--- config.mk ---
export PLATFORM = sky130hd
export DESIGN_NAME = ddr2_arbiter_flat
export DESIGN_NICKNAME = d
export VERILOG_FILES = /design/src/rtl/ddr2_arbiter_if.sv /design/src/rtl/ddr2_arbiter.sv /design/src/flat_wrapper.sv
export SDC_FILE = /design/constraint.sdc
export NUM_CORES = 1
export LEC_CHECK = 0
export BUFFER_PORTS_ARGS = -buffer_cell sky130_fd_sc_hd__buf_2
export CAP_MARGIN = 5
export CORE_AREA = 2 2 333 335
export DETAILED_ROUTE_END_ITERATION = 10
export DIE_AREA = 0 0 335 337
export HOLD_SLACK_MARGIN = 0.15
export SYNTH_ARGS = -nofsm -noshare
export SYNTH_HDL_FRONTEND = slang
export SYNTH_SLANG_ARGS = --single-unit
--- constraint.sdc ---
create_clock -name clk -period 11.7 [get_ports clk]
set_clock_uncertainty 0.15 [all_clocks]
set_input_delay 2.925 -clock clk [delete_from_list [all_inputs] [get_ports clk]]
set_output_delay 2.925 -clock clk [all_outputs]
set_load 0.02 [all_outputs]
--- src/rtl/ddr2_arbiter_if.sv ---
// Signal bundle between ddr2_arbiter, its two cache clients and the DDR2 controller.
// slave is the arbiter's view; master is the view of the caches and controller.
interface ddr2_arbiter_if #(
    parameter int ADDR_W = 27,
    parameter int DATA_W = 128
) ();
    logic              c0_enable;
    logic              c0_read;
    logic [ADDR_W-1:0] c0_addr;
    logic [DATA_W-1:0] c0_wdata;
    logic              c0_available;
    logic [DATA_W-1:0] c0_rdata;

    logic              c1_enable;
    logic              c1_read;
    logic [ADDR_W-1:0] c1_addr;
    logic [DATA_W-1:0] c1_wdata;
    logic              c1_available;
    logic [DATA_W-1:0] c1_rdata;

    logic              mem_enable;
    logic              mem_read;
    logic [ADDR_W-1:0] mem_addr;
    logic [DATA_W-1:0] mem_wdata;
    logic              mem_available;
    logic [DATA_W-1:0] mem_rdata;

    logic              overflow;

    modport slave (
        input  c0_enable, c0_read, c0_addr, c0_wdata,
        output c0_available, c0_rdata,
        input  c1_enable, c1_read, c1_addr, c1_wdata,
        output c1_available, c1_rdata,
        output mem_enable, mem_read, mem_addr, mem_wdata,
        input  mem_available, mem_rdata,
        output overflow
    );

    modport master (
        output c0_enable, c0_read, c0_addr, c0_wdata,
        input  c0_available, c0_rdata,
        output c1_enable, c1_read, c1_addr, c1_wdata,
        input  c1_available, c1_rdata,
        input  mem_enable, mem_read, mem_addr, mem_wdata,
        output mem_available, mem_rdata,
        input  overflow
    );
endinterface

--- src/rtl/ddr2_arbiter.sv ---
// Two-client DDR2 port arbiter: per-client command FIFOs, round-robin grant,
// one outstanding memory command, read data routed back to the requesting cache.
module ddr2_arbiter #(
    parameter int ADDR_W = 27,
    parameter int DATA_W = 128,
    parameter int QDEPTH = 2
) (
    input  logic          clk,
    input  logic          rst,
    ddr2_arbiter_if.slave bus
);
    localparam int               PTR_W    = $clog2(QDEPTH);
    localparam int               CNT_W    = PTR_W + 1;
    localparam logic [CNT_W-1:0] FULL_CNT = CNT_W'(QDEPTH);

    typedef struct packed {
        logic              read;
        logic [ADDR_W-1:0] addr;
        logic [DATA_W-1:0] wdata;
    } cmd_t;

    typedef enum logic [1:0] {
        IDLE,
        ISSUE,
        WAIT
    } state_t;

    // Per-client queue state
    cmd_t             in_cmd   [2];
    cmd_t             head     [2];
    logic [1:0]       enq_req;
    logic [1:0]       push;
    logic [1:0]       pop;
    logic [1:0]       full;
    logic [1:0]       nonempty;

    cmd_t             q_mem_q  [2][QDEPTH];
    logic [PTR_W-1:0] wr_ptr_q [2];
    logic [PTR_W-1:0] rd_ptr_q [2];
    logic [CNT_W-1:0] count_q  [2];
    logic             overflow_q;
    logic             overflow_d;

    // Arbiter / memory-side state
    state_t            state_q, state_d;
    logic              grant_q, grant_d;
    logic              owner_q, owner_d;
    logic              last_q, last_d;
    logic              mem_enable_q, mem_enable_d;
    cmd_t              mem_cmd_q, mem_cmd_d;
    logic [1:0]        avail_q, avail_d;
    logic [DATA_W-1:0] rdata_q [2];
    logic [DATA_W-1:0] rdata_d [2];

    assign enq_req   = {bus.c1_enable, bus.c0_enable};
    assign in_cmd[0] = '{read: bus.c0_read, addr: bus.c0_addr, wdata: bus.c0_wdata};
    assign in_cmd[1] = '{read: bus.c1_read, addr: bus.c1_addr, wdata: bus.c1_wdata};

    always_comb begin
        for (int c = 0; c < 2; c++) begin
            full[c]     = (count_q[c] == FULL_CNT);
            nonempty[c] = (count_q[c] != '0);
            head[c]     = q_mem_q[c][rd_ptr_q[c]];
        end
    end

    // A pop in the same cycle frees the slot, so a full queue may still accept.
    always_comb begin
        for (int c = 0; c < 2; c++) begin
            push[c] = enq_req[c] && (!full[c] || pop[c]);
        end
    end

    assign overflow_d = overflow_q | (|(enq_req & ~push));

    // NOTE: queue storage has no reset; the counters and pointers alone define which entries are live.
    always_ff @(posedge clk) begin
        for (int c = 0; c < 2; c++) begin
            if (push[c]) begin
                q_mem_q[c][wr_ptr_q[c]] <= in_cmd[c];
            end
        end
    end

    always_ff @(posedge clk) begin
        if (rst) begin
            for (int c = 0; c < 2; c++) begin
                wr_ptr_q[c] <= '0;
                rd_ptr_q[c] <= '0;
                count_q[c]  <= '0;
            end
            overflow_q <= 1'b0;
        end else begin
            for (int c = 0; c < 2; c++) begin
                if (push[c]) begin
                    wr_ptr_q[c] <= wr_ptr_q[c] + 1'b1;
                end
                if (pop[c]) begin
                    rd_ptr_q[c] <= rd_ptr_q[c] + 1'b1;
                end
                case ({push[c], pop[c]})
                    2'b10:   count_q[c] <= count_q[c] + 1'b1;
                    2'b01:   count_q[c] <= count_q[c] - 1'b1;
                    default: ;
                endcase
            end
            overflow_q <= overflow_d;
        end
    end

    always_comb begin
        // NOTE: every value this block drives gets a default first, so no path can infer a latch.
        state_d      = state_q;
        grant_d      = grant_q;
        owner_d      = owner_q;
        last_d       = last_q;
        pop          = '0;
        mem_enable_d = 1'b0;
        mem_cmd_d    = mem_cmd_q;
        avail_d      = '0;
        rdata_d      = rdata_q;

        unique case (state_q)
            IDLE: begin
                if (|nonempty) begin
                    // With both pending, favour whoever was not served last.
                    grant_d = (&nonempty) ? ~last_q : nonempty[1];
                    state_d = ISSUE;
                end
            end
            ISSUE: begin
                pop[grant_q] = 1'b1;
                mem_enable_d = 1'b1;
                mem_cmd_d    = head[grant_q];
                owner_d      = grant_q;
                state_d      = WAIT;
            end
            WAIT: begin
                if (bus.mem_available) begin
                    if (mem_cmd_q.read) begin
                        avail_d[owner_q] = 1'b1;
                        rdata_d[owner_q] = bus.mem_rdata;
                    end
                    last_d  = owner_q;
                    state_d = IDLE;
                end
            end
            default: state_d = IDLE;
        endcase
    end

    // NOTE: state registers use non-blocking assignments so every process samples pre-edge values.
    always_ff @(posedge clk) begin
        if (rst) begin
            state_q      <= IDLE;
            grant_q      <= 1'b0;
            owner_q      <= 1'b0;
            last_q       <= 1'b1;
            mem_enable_q <= 1'b0;
            mem_cmd_q    <= '0;
            avail_q      <= '0;
            rdata_q[0]   <= '0;
            rdata_q[1]   <= '0;
        end else begin
            state_q      <= state_d;
            grant_q      <= grant_d;
            owner_q      <= owner_d;
            last_q       <= last_d;
            mem_enable_q <= mem_enable_d;
            mem_cmd_q    <= mem_cmd_d;
            avail_q      <= avail_d;
            rdata_q[0]   <= rdata_d[0];
            rdata_q[1]   <= rdata_d[1];
        end
    end

    assign bus.mem_enable   = mem_enable_q;
    assign bus.mem_read     = mem_cmd_q.read;
    assign bus.mem_addr     = mem_cmd_q.addr;
    assign bus.mem_wdata    = mem_cmd_q.wdata;
    assign bus.c0_available = avail_q[0];
    assign bus.c1_available = avail_q[1];
    assign bus.c0_rdata     = rdata_q[0];
    assign bus.c1_rdata     = rdata_q[1];
    assign bus.overflow     = overflow_q;
endmodule
--- src/flat_wrapper.sv ---
// flat-port wrapper written by rule: the top's interface ports become plain ports
module ddr2_arbiter_flat 
#(
    parameter int ADDR_W = 27,
    parameter int DATA_W = 128,
    parameter int QDEPTH = 2
)
  (clk, rst, bus_c0_enable, bus_c0_read, bus_c0_addr, bus_c0_wdata, bus_c0_available, bus_c0_rdata, bus_c1_enable, bus_c1_read, bus_c1_addr, bus_c1_wdata, bus_c1_available, bus_c1_rdata, bus_mem_enable, bus_mem_read, bus_mem_addr, bus_mem_wdata, bus_mem_available, bus_mem_rdata, bus_overflow);
  ddr2_arbiter_if #(.ADDR_W(ADDR_W), .DATA_W(DATA_W)) bus_i ();
  input  logic clk;
  input  logic rst;
  input wire logic [$bits(bus_i.c0_enable)-1:0] bus_c0_enable;
  input wire logic [$bits(bus_i.c0_read)-1:0] bus_c0_read;
  input wire logic [$bits(bus_i.c0_addr)-1:0] bus_c0_addr;
  input wire logic [$bits(bus_i.c0_wdata)-1:0] bus_c0_wdata;
  output wire logic [$bits(bus_i.c0_available)-1:0] bus_c0_available;
  output wire logic [$bits(bus_i.c0_rdata)-1:0] bus_c0_rdata;
  input wire logic [$bits(bus_i.c1_enable)-1:0] bus_c1_enable;
  input wire logic [$bits(bus_i.c1_read)-1:0] bus_c1_read;
  input wire logic [$bits(bus_i.c1_addr)-1:0] bus_c1_addr;
  input wire logic [$bits(bus_i.c1_wdata)-1:0] bus_c1_wdata;
  output wire logic [$bits(bus_i.c1_available)-1:0] bus_c1_available;
  output wire logic [$bits(bus_i.c1_rdata)-1:0] bus_c1_rdata;
  output wire logic [$bits(bus_i.mem_enable)-1:0] bus_mem_enable;
  output wire logic [$bits(bus_i.mem_read)-1:0] bus_mem_read;
  output wire logic [$bits(bus_i.mem_addr)-1:0] bus_mem_addr;
  output wire logic [$bits(bus_i.mem_wdata)-1:0] bus_mem_wdata;
  input wire logic [$bits(bus_i.mem_available)-1:0] bus_mem_available;
  input wire logic [$bits(bus_i.mem_rdata)-1:0] bus_mem_rdata;
  output wire logic [$bits(bus_i.overflow)-1:0] bus_overflow;
  assign bus_i.c0_enable = bus_c0_enable;
  assign bus_i.c0_read = bus_c0_read;
  assign bus_i.c0_addr = bus_c0_addr;
  assign bus_i.c0_wdata = bus_c0_wdata;
  assign bus_c0_available = bus_i.c0_available;
  assign bus_c0_rdata = bus_i.c0_rdata;
  assign bus_i.c1_enable = bus_c1_enable;
  assign bus_i.c1_read = bus_c1_read;
  assign bus_i.c1_addr = bus_c1_addr;
  assign bus_i.c1_wdata = bus_c1_wdata;
  assign bus_c1_available = bus_i.c1_available;
  assign bus_c1_rdata = bus_i.c1_rdata;
  assign bus_mem_enable = bus_i.mem_enable;
  assign bus_mem_read = bus_i.mem_read;
  assign bus_mem_addr = bus_i.mem_addr;
  assign bus_mem_wdata = bus_i.mem_wdata;
  assign bus_i.mem_available = bus_mem_available;
  assign bus_i.mem_rdata = bus_mem_rdata;
  assign bus_overflow = bus_i.overflow;
  ddr2_arbiter #(.ADDR_W(ADDR_W), .DATA_W(DATA_W), .QDEPTH(QDEPTH)) u_core (.clk(clk), .rst(rst), .bus(bus_i));
endmodule
Yosys cells after proc, flatten, opt, wreduce, memory -nomap -nowiden
Memories as Yosys holds them, arrays and structs flattened. Cells that the tools add are included.

Logic and storage cells: 152. Input port bits: 445. Flip-flop bits (word level): 421. Memory bits (read-only): 0. Memories kept: 4. Memory bits (writable): 632. Latch bits: 0. Output and inout port bits: 416.

Memories: u_core.q_mem_q (depth 2, width 312, rd ports 2, clocked after memory_dff 0, write ports 2, RTL line ddr2_arbiter.sv:37) `cmd_t q_mem_q [2][QDEPTH];`; u_core.count_q (depth 2, width 2, rd ports 2, clocked after memory_dff 0, write ports 2, RTL line ddr2_arbiter.sv:40) `logic [CNT_W-1:0] count_q [2];`; u_core.rd_ptr_q (depth 2, width 1, rd ports 2, clocked after memory_dff 0, write ports 2, RTL line ddr2_arbiter.sv:39) `logic [PTR_W-1:0] rd_ptr_q [2];`; u_core.wr_ptr_q (depth 2, width 1, rd ports 2, clocked after memory_dff 0, write ports 2, RTL line ddr2_arbiter.sv:38) `logic [PTR_W-1:0] wr_ptr_q [2];`.

Eq/ne operators: 10. $lt $le $gt $ge: 13. $mul: 0. Div/mod/pow operators: 0. Reduce and logical (&&, ||, !) cells: 22. Shift-type cells: 0. Bitwise logic cells: 21. Add/subtract/negate cells: 8. Mux-type cells: 62.

Operators with widths (count): 156-bit two-way mux (11); 312-bit two-way mux (2); 156-bit demux with 1-bit select (2); 256-bit bitwise mux (1); 128-bit demux with 1-bit select (1); 128-bit two-way mux (1); 1-bit two-way mux (34); 2-bit two-way mux (7); 2-bit greater-or-equal comparator (second input constant) (6); 1-bit inverter with 2-bit output (6); 2-bit == test (second input constant) (5); 1-bit OR (9); 2-bit AND reduction (4); 1-bit logical AND (7); 2-bit by 1-bit == test with 1-bit output (second input constant) (3); 2-bit by 1-bit less-than comparator with 1-bit output (second input constant) (3); 2-bit one-hot mux with 3 select lines (1); 1-bit adder (second input constant) (4); 2-bit by 1-bit adder with 2-bit output (second input constant) (2); 1-bit by 2-bit less-than comparator with 1-bit output (second input constant) (2); 1-bit inverter (4); 2-bit nonzero test (2); 2-bit OR reduction (2); 4-bit OR reduction (1); 11 further kinds (16).

Depth between registers and ports, before layout
Gate-level depths: netlist of run 1.

Word-level depth: 13. Depth in mapped cells: 7. Mapped depth without buffers: 5.

Least setup slack after synthesis of run 1
OpenSTA, ideal clock, no wires.

Kind: input port to flip-flop. From: input port bus_c1_enable. To: memory u_core.q_mem_q[0][468] (netlist bit) (enable). Setup time: 693 ps. Data arrival time: 9930 ps. Buffers on the path: 0. Required time: 10857 ps. Path slack: 926 ps. Cell stages on the path: 2. Cell sequence: and2_1 nor2b_1.

RTL lines: from (decl) (RTL line flat_wrapper.sv:18) `input wire logic [$bits(bus_i.c1_enable)-1:0] bus_c1_enable;`; to (decl) (RTL line ddr2_arbiter.sv:37).

==> summary.md, run 1 <==
| Metric | Value |
|---|---|
| Status | `completed` |
| Worst Path Arrival | `5.55 ns` |
| Rel. slew slack | `27.9%` |
| Register area share after synthesis | `71.8%` |
| CTS sink cnt | `1053` |
| Yosys top cell area share | `49.7%` |
| Total die area | `113000 um2` |
| CP peak stage delay | `0.82 ns` |
| First-pass GRT wire length | `160000 um` |
| Port Buf Inserts | `860` |
| GPL Wtd Cong | `0.848` |
| Synthesized area | `38200 um2` |
| Yosys warns | `0` |
| Synth area leader | `edfxtp_1` |
| Fmax | `0.197 GHz` |
| Slowest CP cell | `buf_4` |
| Register bit total from synthesis | `1053` |
| CP Class | `in2reg` |
| RSZ-0062 raised after global routing | `false` |
| Synthesized net count | `3331` |
| Clock Path Buffers | `3` |
| Met3 GRT Util | `6.49%` |
| Vias per cell | `4.87` |
| Synth unique cells | `42` |
| Most numerous cell in the Yosys netlist | `edfxtp_1` |
| IO Pins | `861` |
| HP Class | `reg2reg` |
| Adder-cell share of the synthesized area | `0.0655%` |
| Layout cells sized above 1 | `28.8%` |
| Largest net degree at the start of global routing | `197` |
| Number of buffers created by CTS | `109` |
| Vias in the first global route | `23974` |
| Compound-Gate Fraction of Synth Area | `12.3%` |
| XOR/XNOR share of the synthesized area | `0.0459%` |
| Simple-gate share of the synthesized area | `8.31%` |
| Detailed Routing Iterations Pass 1 | `7` |
| Setup TNS | `0 ns` |
| Ys flop type | `edfxtp_1` |
| FP Rows | `122` |
| EDFF count, synth | `632` |
| Cells after synthesis | `2884` |
| Dominant cells by area after synthesis | `edfxtp_1, dfxtp_1, a21oi_1` |
| H-tree depth | `3` |
| Antenna violations before repair | `95` |
| GRT met1 Usage | `21.5%` |
| Tcrit/Tclk final | `43.5%` |
| Final Hold Slack | `0.300 ns` |
| Crit-path max FO | `97` |
| Routed Antenna Nets | `0` |
| Peak supply drop | `0.000150 V` |
| Critical path endpoint category | `register` |
| Post-DP HPWL | `75300 um` |
| DRT iter0 DRCs | `1249` |
| Die X | `335 um` |
| Mean Syn Cell Area | `13.2 um2` |
| Post-synthesis mux area share | `4.09%` |
| Leak pwr | `18.1 nW` |
| Clk slew on worst S/H paths | `0.06 ns` |
| P&R area growth vs syn | `23.4%` |
| Max-slew violation count | `0` |
| Final Setup Violations | `0` |
| Total Wirelength | `114000 um` |
| Wire per inst | `21.8 um` |
| Clk_lat worst skew | `0.69 ns` |
| PD cells | `211 nW/um2` |
| Met2 usage in global routing | `33.2%` |
| Die height | `337 um` |
| CP required | `12.17 ns` |
| CTS Hold Bufs | `0` |
| # nets final | `4120` |
| Post-synth top cells | `edfxtp_1, nand2_1, dfxtp_1` |
| Cell breakdown of the critical path | `clkbuf_8, or3b_4, inv_6, buf_4, a22o_1` |
| Tightest Pin Transition | `1.08 ns` |
| Asr flop ratio synth | `0%` |
| Max_cap viols | `0` |
| Global Route Usage Sum | `19.2%` |
| CTS tree | `built` |
| Setup crit start kind | `input port` |
| # resized after CTS | `0` |
| Gr busiest metal | `met2` |
| DRC | `0` |
| Initial Util | `34.8%` |
| Fin crit period | `5.09 ns` |
| Congestion Overflow GR | `0` |
| Final Hold Fails | `0` |
| Clock Root Buffer | `clkbuf_16` |
| Main combinational cell family by area after synthesis | `compound AO/OA/AOI/OAI gates` |
| Total core area | `110000 um2` |
| Setup Buffers After CTS | `0` |
| Via Count | `25475` |
[routing by layer]
metal / vias to the layer above / part of all wire, %
li1: 12134 / -
met1: 12159 / 37
met2: 842 / 50
met3: 280 / 8.3
met4: 60 / 3.9
met5: - / 0.34
[logic make-up (layout without fill, tap and decap cells)]
logic type	Yosys count	count (layout)
AO/OA/AOI/OAI	737	737
XOR/XNOR	2	2
adder cells (fa/ha/maj)	2	2
buffers and inverters	217	1102
flip-flops	1053	1053
multiplexers	156	156
other	0	34
AND/OR/NAND/NOR	717	717
[critical path: cells and delay by family]
kind	cells	cell delay (ns)
and+or+nand+nor	1	0.54
buffers and inverters	3	1.75
AOI/OAI and AO/OA	1	0.24
[layout by cell type, fill, tap and decap left out, types with 34 or more instances in the layout]
master     count
nor2b_1      156
a22o_1       156
a21oi_1      415
dfxtp_1      420
buf_2        859
mux2i_1      156
a211oi_1     156
diode_2       34
clkbuf_16    115
nand2_1      517
edfxtp_1     632
[flip-flops by register name (all words and copies together), names as in the netlist, 4 cells and up]
signal and count:
u_core.q_mem_q 624, u_core.bus.mem_wdata 128, u_core.count_q 4, u_core.bus.c1_rdata 128
u_core.bus.c0_rdata 128, u_core.bus.mem_addr 27
[through the flow]
| stage | std cells | setup slack (ns) | power [mW] | cell area (um2) | utilization, % |
|---|---|---|---|---|---|
| 3_3_place_gp | 4988 | 5.87 | 6.51 | 43300 | 39.5 |
| 5_1_grt | 5215 | 6.49 | 10.4 | 47100 | 43.0 |
| 2_1_floorplan | 2884 | 0.926 | 5.95 | 38200 | - |
| 6_report | 5229 | 6.61 | 9.94 | 47100 | 43.0 |
| 4_1_cts | 5195 | 6.59 | 10.1 | 47000 | 42.9 |
| 3_5_place_dp | 4988 | 5.83 | 6.54 | 43300 | 39.5 |
[where the power goes]
| part | internal (mW) | switching, mW |
|---|---|---|
| Clock | 2.03 | 1.48 |
| Sequential | 4.46 | 0.164 |
| Combinational | 0.599 | 1.21 |
[path summary, 6_finish.rpt]
kind                                                      startpoint                                    end  slack (ns)  cells after the start
worst max-delay path                                             rst  u_core.bus.mem_wdata[88]$_SDFFE_PP0N_        6.61                      5
worst min-delay path            u_core.bus.c1_rdata[70]$_SDFFE_PP0P_   u_core.bus.c1_rdata[70]$_SDFFE_PP0P_        0.30                      2
worst max register to register           u_core.grant_q$_SDFFE_PP0P_       u_core.q_mem_q[0][520]$_DFFE_PP_        8.38                      6
worst min register to register  u_core.bus.c1_rdata[70]$_SDFFE_PP0P_   u_core.bus.c1_rdata[70]$_SDFFE_PP0P_        0.30                      2
[area by class of cell]
type                            count  area (um2)
Antenna cell                       34        85.1
Clock buffer                      152        3200
Clock inverter                     55         515
Fill cell                       10250       62500
Inverter                            7        31.3
Multi-Input combinational cell   1614        9520
Sequential cell                  1053       27400
Tap cell                         1426        1780
Timing Repair Buffer              888        4590
Power figures use the tool's default switching activity.
==> run 2, diff against run 1 <==
Settings changed: CORE_AREA 2 2 333 335 to 2 2 337 339, DIE_AREA 0 0 335 337 to 0 0 339 341.
Clock period 11.7 ns to 4.5 ns, I/O delays scaled along.
==> run 2 against run 1 <==
Net effect: setup slack got worse by 4.9 ns; hold slack about the same; non-clock buffer count increased by 29; combinational power increased to 2.7 times the previous value; count of clock-buffer cells in the layout increased by 6; critical endpoint is now bus_mem_read.
==> summary.md, run 2 (synthesized netlist as in run 1, its figures left out) <==
| Metric | Value |
|---|---|
| Via Count | `26048` |
| Final cell count without fillers | `5327` |
| CTS tree | `built` |
| Slowest CP cell | `dfxtp_1` |
| H-tree depth | `3` |
| Setup TNS | `0 ns` |
| Final Setup Violations | `0` |
| Final Hold Slack | `0.300 ns` |
| Max-slew violation count | `0` |
| Max_cap viols | `0` |
| Total Wirelength | `117000 um` |
| Die height | `341 um` |
| Fin crit period | `2.78 ns` |
| Global Route Usage Sum | `19.4%` |
| GPL Wtd Cong | `0.893` |
| Final worst slack | `1.72 ns` |
| Leak pwr | `18.3 nW` |
| CP peak stage delay | `0.57 ns` |
| Max reg flops | `624` |
| IO Pins | `861` |
| DRC | `0` |
| Total core area | `112000 um2` |
| FP Rows | `123` |
| Peak supply drop | `0.000575 V` |
| Status | `completed` |
| P&R area growth vs syn | `24.6%` |
| CP Class | `reg2out` |
| Routed Antenna Nets | `0` |
| Wire per inst | `22.0 um` |
| Antenna violations before repair | `81` |
| Worst Path Arrival | `1.50 ns` |
| Tightest Pin Transition | `1.06 ns` |
| Vias in the first global route | `25126` |
| Tcrit/Tclk final | `61.7%` |
| Cell breakdown of the critical path | `buf_2` |
| Final Hold Fails | `0` |
| Clk slew on worst S/H paths | `0.06 ns` |
| Most frequent cells in the layout | `buf_2, edfxtp_1, nand2_1` |
| # resized after CTS | `0` |
| Port Buf Inserts | `860` |
| DP Worst Slack | `1.29 ns` |
| Clock Path Buffers | `3` |
| CP required | `3.22 ns` |
| Setup crit start kind | `register` |
| Die X | `339 um` |
| Clock Root Buffer | `clkbuf_16` |
| Vias per cell | `4.89` |
| Initial Util | `34.1%` |
| PD cells | `547 nW/um2` |
| Setup Buffers After CTS | `0` |
| Total die area | `116000 um2` |
| Largest net degree at the start of global routing | `160` |
| Layout cells sized above 1 | `29.2%` |
| Fmax | `0.360 GHz` |
| CTS sink cnt | `1053` |
| First-pass GRT wire length | `166000 um` |
| Clk_lat worst skew | `0.69 ns` |
| Congestion Overflow GR | `0` |
| Commonest non-fill, non-tap cell in the layout | `buf_2` |
| Top Family by Delay on Critical Path | `flip-flops` |
| Critical path endpoint category | `output port` |
| Post-DP HPWL | `81800 um` |
| CTS Hold Bufs | `0` |
| Placed Cells | `5091` |
| RSZ-0062 raised after global routing | `false` |
| Crit-path max FO | `3` |
| Rel. slew slack | `29.5%` |
| Detailed Routing Iterations Pass 1 | `5` |
| Buf+Inv Stages, Crit Path | `1` |
| # nets final | `4149` |
| DRT iter0 DRCs | `1653` |
| HP Class | `reg2reg` |
| Number of buffers created by CTS | `109` |
[run 2: cell types whose count changed in the layout (fill, tap and decap cells not counted), sizes merged]
cell / change
buf: +30
clkbuf: +5
diode: -5
clkinvlp: -4
clkinv: -3
inv: +1
[run 2: worst paths after layout]
| check | end | slack (ns) | cells past startpoint | startpoint |
|---|---|---|---|---|
| setup / recovery | bus_mem_read | 1.72 | 1 | u_core.bus.mem_read$_SDFFE_PP0N_ |
| hold / removal | u_core.bus.c1_rdata[36]$_SDFFE_PP0P_ | 0.30 | 2 | u_core.bus.c1_rdata[36]$_SDFFE_PP0P_ |
| setup reg to reg | u_core.q_mem_q[0][170]$_DFFE_PP_ | 1.73 | 4 | u_core.grant_q$_SDFFE_PP0P_ |
| hold reg to reg | u_core.bus.c1_rdata[36]$_SDFFE_PP0P_ | 0.30 | 2 | u_core.bus.c1_rdata[36]$_SDFFE_PP0P_ |
[run 2: power by group]
| group | switching (mW) | leakage (nW) | internal [mW] |
|---|---|---|---|
| sequential | 0.502 | 9.30 | 11.6 |
| combinational | 3.20 | 7.13 | 1.66 |
| clock | 3.86 | 1.81 | 5.22 |
| total | 7.56 | 18.3 | 18.4 |
[run 2: final cells by class]
cell class                 count  area [um2]
inverter                       7        31.3
fill                       10581       64300
clock buffer                 158        3170
timing repair buffer         917        4980
multi-input combinational   1614        9520
clock inverter                49         504
sequential                  1053       27400
tap                         1500        1880
antenna                       29        72.6
[run 2: layer usage]
metal	GRT usage [%]	vias up	wire length, um
met5	0	-	200
met4	9.23	32	5430
met3	5.17	279	8550
met2	33.2	962	58200
met1	22.5	12612	44700
li1	-	12163	-
[run 2: metrics by stage]
stage          util, %  power, mW  area (um2)
3_5_place_dp      39.2       17.2       43800
3_3_place_gp      39.2       17.1       43800
6_report          42.5       26.0       47600
5_1_grt           42.5       27.1       47500
2_1_floorplan        -       15.3       38200
4_1_cts           42.4       26.3       47500
